[src/rtl/mc_ctrl.sv]
// Multi-cycle control sequencer for the yIF/yID/yEX/yDM/yWB/yPC datapath.
// Steps each instruction through FETCH/DECODE/EXEC/MEM/WB with registered Moore outputs.
module mc_ctrl #(
    parameter int CNT_W       = 32,
    parameter int BOOT_CYCLES = 1
) (
    input  logic             clk,
    input  logic             rst_n,
    input  logic [5:0]       opcode,
    input  logic [5:0]       funct,
    input  logic             zero,
    input  logic             int_req,
    input  logic             dm_ready,
    output logic             ir_we,
    output logic             pc_we,
    output logic             RegDst,
    output logic             RegWrite,
    output logic             ALUSrc,
    output logic             Mem2Reg,
    output logic             MemRead,
    output logic             MemWrite,
    output logic [2:0]       op,
    output logic             branch,
    output logic             jump,
    output logic             INT,
    output logic [2:0]       state,
    output logic [CNT_W-1:0] retired,
    output logic             illegal
);

    typedef enum logic [2:0] {
        S_BOOT   = 3'd0,
        S_FETCH  = 3'd1,
        S_DECODE = 3'd2,
        S_EXEC   = 3'd3,
        S_MEM    = 3'd4,
        S_WB     = 3'd5,
        S_HALT   = 3'd6
    } state_e;

    typedef enum logic [2:0] {C_R, C_ADDI, C_LW, C_SW, C_BEQ, C_J} cls_e;

    typedef struct packed {
        logic       ir_we;
        logic       pc_we;
        logic       reg_dst;
        logic       reg_write;
        logic       alu_src;
        logic       mem2reg;
        logic       mem_read;
        logic       mem_write;
        logic [2:0] op;
        logic       branch;
        logic       jump;
        logic       int_sel;
    } ctrl_t;

    localparam logic [2:0] BOOT_LAST = 3'(BOOT_CYCLES - 1);
    localparam logic [2:0] OP_ADD    = 3'b010;
    localparam logic [2:0] OP_SUB    = 3'b110;

    state_e           state_q, state_d;
    cls_e             cls_q, cls_d;
    logic [2:0]       rop_q, rop_d;
    logic [2:0]       boot_cnt_q, boot_cnt_d;
    logic             illegal_q, illegal_d;
    logic [CNT_W-1:0] retired_q;
    ctrl_t            ctrl_q;

    cls_e       dec_cls;
    logic [2:0] dec_op;
    logic       dec_ok;
    logic       sw_done;
    logic       retire;
    state_e     ret_state;

    // yPC consumes zero directly; the sequencer itself never branches on it.
    logic unused_zero;
    assign unused_zero = zero;

    // Control word for a given state; every field not listed stays 0.
    function automatic ctrl_t ctrl_for(input state_e s, input cls_e c, input logic [2:0] rop);
        ctrl_t k;
        k = '0;
        case (s)
            S_BOOT: begin
                k.int_sel = 1'b1;
                k.pc_we   = 1'b1;
                k.alu_src = 1'b1;
                k.op      = OP_ADD;
            end
            S_FETCH: k.ir_we = 1'b1;
            S_EXEC: begin
                case (c)
                    C_R: begin
                        k.reg_dst = 1'b1;
                        k.op      = rop;
                    end
                    C_BEQ: begin
                        k.op     = OP_SUB;
                        k.branch = 1'b1;
                        k.pc_we  = 1'b1;
                    end
                    C_J: begin
                        k.jump  = 1'b1;
                        k.pc_we = 1'b1;
                    end
                    default: begin
                        k.alu_src = 1'b1;
                        k.op      = OP_ADD;
                    end
                endcase
            end
            S_MEM: begin
                k.alu_src   = 1'b1;
                k.op        = OP_ADD;
                k.mem_read  = (c == C_LW);
                k.mem_write = (c == C_SW);
            end
            S_WB: begin
                k.reg_write = 1'b1;
                k.pc_we     = 1'b1;
                if (c == C_R) begin
                    k.reg_dst = 1'b1;
                    k.op      = rop;
                end else begin
                    k.alu_src = 1'b1;
                    k.op      = OP_ADD;
                    k.mem2reg = (c == C_LW);
                end
            end
            default: k = '0;
        endcase
        return k;
    endfunction

    always_comb begin
        // NOTE: defaults first so no path through the case leaves a variable unassigned (no latches).
        dec_cls = C_R;
        dec_op  = OP_ADD;
        dec_ok  = 1'b1;
        case (opcode)
            6'h00: begin
                case (funct)
                    6'h20:   dec_op = 3'b010;
                    6'h22:   dec_op = 3'b110;
                    6'h24:   dec_op = 3'b000;
                    6'h25:   dec_op = 3'b001;
                    6'h2a:   dec_op = 3'b111;
                    default: dec_ok = 1'b0;
                endcase
            end
            6'h08:   dec_cls = C_ADDI;
            6'h23:   dec_cls = C_LW;
            6'h2b:   dec_cls = C_SW;
            6'h04:   dec_cls = C_BEQ;
            6'h02:   dec_cls = C_J;
            default: dec_ok  = 1'b0;
        endcase
    end

    // A store completes in the same cycle memory reports ready, so its PC load follows dm_ready.
    assign sw_done   = (state_q == S_MEM) && (cls_q == C_SW) && dm_ready;
    assign pc_we     = ctrl_q.pc_we | sw_done;
    assign retire    = pc_we && (state_q != S_BOOT);
    assign ret_state = int_req ? S_BOOT : S_FETCH;

    always_comb begin
        state_d    = state_q;
        cls_d      = cls_q;
        rop_d      = rop_q;
        illegal_d  = illegal_q;
        boot_cnt_d = 3'd0;
        case (state_q)
            S_BOOT: begin
                if (boot_cnt_q == BOOT_LAST) state_d = S_FETCH;
                else                         boot_cnt_d = boot_cnt_q + 3'd1;
            end
            S_FETCH: state_d = S_DECODE;
            S_DECODE: begin
                if (dec_ok) begin
                    cls_d   = dec_cls;
                    rop_d   = dec_op;
                    state_d = S_EXEC;
                end else begin
                    illegal_d = 1'b1;
                    state_d   = S_HALT;
                end
            end
            S_EXEC: begin
                case (cls_q)
                    C_R, C_ADDI: state_d = S_WB;
                    C_LW, C_SW:  state_d = S_MEM;
                    default:     state_d = ret_state;
                endcase
            end
            S_MEM: begin
                if (dm_ready) state_d = (cls_q == C_LW) ? S_WB : ret_state;
            end
            S_WB:    state_d = ret_state;
            S_HALT:  state_d = S_HALT;
            default: state_d = S_BOOT;
        endcase
    end

    // NOTE: sequential state uses non-blocking assignments so every register samples pre-edge values.
    always_ff @(posedge clk or negedge rst_n) begin
        if (!rst_n) begin
            state_q    <= S_BOOT;
            cls_q      <= C_R;
            rop_q      <= OP_ADD;
            boot_cnt_q <= 3'd0;
            illegal_q  <= 1'b0;
            retired_q  <= '0;
            ctrl_q     <= ctrl_for(S_BOOT, C_R, OP_ADD);
        end else begin
            state_q    <= state_d;
            cls_q      <= cls_d;
            rop_q      <= rop_d;
            boot_cnt_q <= boot_cnt_d;
            illegal_q  <= illegal_d;
            ctrl_q     <= ctrl_for(state_d, cls_d, rop_d);
            if (retire) retired_q <= retired_q + CNT_W'(1);
        end
    end

    assign ir_we    = ctrl_q.ir_we;
    assign RegDst   = ctrl_q.reg_dst;
    assign RegWrite = ctrl_q.reg_write;
    assign ALUSrc   = ctrl_q.alu_src;
    assign Mem2Reg  = ctrl_q.mem2reg;
    assign MemRead  = ctrl_q.mem_read;
    assign MemWrite = ctrl_q.mem_write;
    assign op       = ctrl_q.op;
    assign branch   = ctrl_q.branch;
    assign jump     = ctrl_q.jump;
    assign INT      = ctrl_q.int_sel;
    assign state    = state_q;
    assign retired  = retired_q;
    assign illegal  = illegal_q;

endmodule

[config.mk]
export PLATFORM = sky130hd
export DESIGN_NAME = mc_ctrl
export DESIGN_NICKNAME = d
export VERILOG_FILES = /design/src/rtl/mc_ctrl.sv
export SDC_FILE = /design/constraint.sdc
export NUM_CORES = 1
export LEC_CHECK = 0
export ABC_AREA = 1
export CAP_MARGIN = 5
export CORE_MARGIN = 1.5
export CORE_UTILIZATION = 55
export DETAILED_ROUTE_END_ITERATION = 12
export HOLD_SLACK_MARGIN = 0.08
export PLACE_DENSITY = 0.83
export SLEW_MARGIN = 25
export SYNTH_ARGS = -nofsm -noshare
export SYNTH_HDL_FRONTEND = slang
export SYNTH_SLANG_ARGS = --single-unit
[constraint.sdc]
create_clock -name clk -period 3.1 [get_ports clk]
set_input_delay 0.62 -clock clk [delete_from_list [all_inputs] [get_ports clk]]
set_output_delay 0.62 -clock clk [all_outputs]
set_load 0.03 [all_outputs]
==> results.json <==
{
  "cts_hold_buf": 0,
  "slowest_delay_ns": 0.66,
  "insertedDiodeCount": 0,
  "drive_gt1_frac": 0.0882,
  "nets": 491,
  "die_area_um2": 6240,
  "grt_first_pass_wirelength_um": 13100,
  "cts-root-buf": "clkbuf_8",
  "grt.overflow.total": 0,
  "max_slew_margin": 0.661,
  "routabilityCongestion": 0.937,
  "cts_inserted_buffers": 9,
  "wl_per_cell_um": 14.1,
  "rows": 27,
  "fmax_ghz": 0.376,
  "vias_per_cell": 5.33,
  "crit_fanout": 3,
  "antenna_found_initial": 0,
  "critPathBufInv": 2,
  "cts_tree": "yes",
  "ys_seq_area_frac": 0.467,
  "dr.pass1.iters": 5,
  "fin_skew_ns": 0.0107,
  "post_cts_buffers": 0,
  "syn-num-nets": 419,
  "ant_nets": 0,
  "ys_types": 33,
  "p_total_uw": 3020,
  "yosys.area.top_type": "dfrtp_1",
  "powerDensity_nw_per_um2": 735,
  "worst_hold_slack_ns": 0.0988,
  "p_sw_frac": 0.413,
  "synth_cells": 399,
  "crit_chain": "clkdlybuf4s50_1 > nand4_2 > nand2_1 > clkdlybuf4s50_1",
  "yosys_warnings": 0,
  "crit_path_start_kind": "input pin",
  "synth-seq-cells": 59,
  "cp.required_ns": 2.48,
  "slowest_stage": "clkdlybuf4s50_1",
  "route.detailed.drc": 0,
  "final-setup-viol-count": 0,
  "hp-class": "input pin to async pin",
  "cts_max_level": 3,
  "grt_usage": 0.273,
  "place_hpwl_um": 5640,
  "crit_top_cell": "clkdlybuf4s50_1",
  "p_leak_uw": 0.00190,
  "clock_path_buffers": 2,
  "p_clk_frac": 0.260,
  "tns_ns": 0,
  "rsz0062_at_grt": "no",
  "drt_iter0_drc": 226,
  "final.period_utilization": 0.858,
  "place_ws_ns": 0.426,
  "clk_latency_ns": 0.34,
  "fin_crit_ns": 2.66,
  "portBuffers": 65,
  "vias": 2921,
  "p_comb_frac": 0.389,
  "seqPwrFrac": 0.351,
  "syn_to_final_growth_pct": 29.4,
  "coreArea_um2": 5540,
  "status": "complete, no violations",
  "finalHoldViolations": 0,
  "wirelength_um": 7730,
  "netlist_area_um2": 3170,
  "synth_top_area_frac": 0.426,
  "first_global_vias": 2862,
  "die_y_um": 79.0,
  "power.internal_uw": 1770,
  "p_sw_uw": 1250,
  "start_util": 0.573,
  "cp_top_family": "buffers and inverters",
  "cp-end-kind": "output pin",
  "clk_pin_slew_worst_paths_ns": 0.07,
  "maxCapViolations": 0,
  "syn_area_per_cell_um2": 7.96,
  "path_class": "input pin to output pin",
  "worstPathArrival_ns": 2.04,
  "cts-resized-gates": 0,
  "cts.sinks": 59,
  "peakVddDrop_mv": 0.522,
  "fin_ws_ns": 0.439,
  "synth.area.top_cells": "dfrtp_1 43%, nand2_1 13%, xor2_1 6.3%",
  "die_w_um": 79.0,
  "final-max-slew-violation-count": 0,
  "tightest_slew_ns": 0.504,
  "io_pins": 67,
  "grt_max_degree": 37
}
-- metal layers --
| layer | GRT usage | routed length (um) | vias up |
|---|---|---|---|
| li1 | - | - | 1412 |
| met1 | 0.324 | 3130 | 1361 |
| met2 | 0.464 | 3940 | 129 |
| met3 | 0.0540 | 468 | 19 |
| met4 | 0.146 | 193 | 0 |
| met5 | 0 | 0 | - |
-- power by group through the flow --
stage	Combinational [uW]	Clock (uW)	Sequential, uW
finish	1180	784	1060
global route	1270	815	1080
CTS	1170	781	1060
detailed placement	1160	0	1070
global placement	1140	0	1070
floorplan	564	0	1250
-- worst reg2reg max path, cell delays in order, from the launching register on --
cell     delay, ns
dfrtp_1       0.45
nor2_1        0.26
nand4_2       0.17
a21oi_4       0.46
nand4_2       0.20
nor2_1        0.22
nand2_1       0.09
xor2_1        0.14
-- cells by family (layout without fill, tap and decap cells) --
| logic type | after synthesis | after routing | synth area share |
|---|---|---|---|
| AOI/OAI and AO/OA | 17 | 17 | 0.0378 |
| DFF | 59 | 59 | 0.467 |
| xor gates and xnor gates | 32 | 32 | 0.0883 |
| buffers and inverters | 57 | 134 | 0.0721 |
| and+or+nand+nor | 231 | 231 | 0.323 |
| adders and majority gates | 3 | 3 | 0.0118 |
-- registers in the layout, indices dropped and copies added, names as in the netlist, 3 cells and up --
| name | count |
|---|---|
| op | 3 |
| boot_cnt_q | 3 |
| retired | 32 |
| state | 3 |
| cls_q | 3 |
| rop_q | 3 |
-- per-stage QoR --
| step | utilization | area (um^2) | instances |
|---|---|---|---|
| floorplan | - | 3170 | 399 |
| global route | 0.741 | 4110 | 548 |
| global placement | 0.702 | 3890 | 532 |
| CTS | 0.741 | 4110 | 548 |
| detailed placement | 0.702 | 3890 | 532 |
| finish | 0.741 | 4110 | 548 |
-- cell usage after synthesis --
cell type	count
a21boi_2	1
a21oi_1	1
a21oi_4	1
a31oi_1	1
and3_1	1
buf_2	3
buf_4	3
clkbuf_1	1
clkinv_1	1
dfrtp_1	54
dfstp_2	5
ha_1	3
inv_1	46
inv_2	3
nand2_1	110
nand2_2	2
nand2_4	1
nand3_1	28
nand4_1	13
nand4_2	2
nor2_1	46
nor2_2	4
nor2_4	1
nor3_1	18
nor3_2	1
nor3b_1	1
nor4_1	3
o211ai_1	1
o21ai_0	10
o21ai_4	1
o21bai_1	1
xnor2_1	9
xor2_1	23
-- area by class of cell --
cell class / instances / area, um^2
flip-flops and latches: 59 / 1480
repair buffers: 68 / 668
well taps: 72 / 90.1
fillers: 445 / 1430
clock inverters: 7 / 92.6
inverters: 50 / 188
multi-input cells: 283 / 1460
clock buffers: 9 / 124
-- path summary, 6_finish.rpt --
path / start / endpoint / slack (ns) / cells past startpoint
min reg2reg: rop_q[0]$_DFF_PN0_ / rop_q[0]$_DFF_PN0_ / 0.49 / 2
max reg2reg: cls_q[2]$_DFF_PN0_ / retired[28]$_DFFE_PN0P_ / 0.99 / 7
max: dm_ready / pc_we / 0.44 / 4
min: rst_n / retired[7]$_DFFE_PN0P_ / 0.1 / 1
max in group asynchronous: rst_n / rop_q[1]$_DFF_PN1_ / 2.31 / 2
min in group clk: rop_q[0]$_DFF_PN0_ / rop_q[0]$_DFF_PN0_ / 0.49 / 2
-- cell usage in the layout, fill, tap and decap left out, types with 10 or more instances in the layout --
master	netlist	final
o21ai_0	10	10
nor2_1	46	46
dfrtp_1	54	54
clkdlybuf4s50_1	0	64
nand4_1	13	13
nand3_1	28	28
xor2_1	23	23
nor3_1	18	18
inv_1	46	46
nand2_1	110	110
Note: power is estimated with default switching activity, not from simulation.
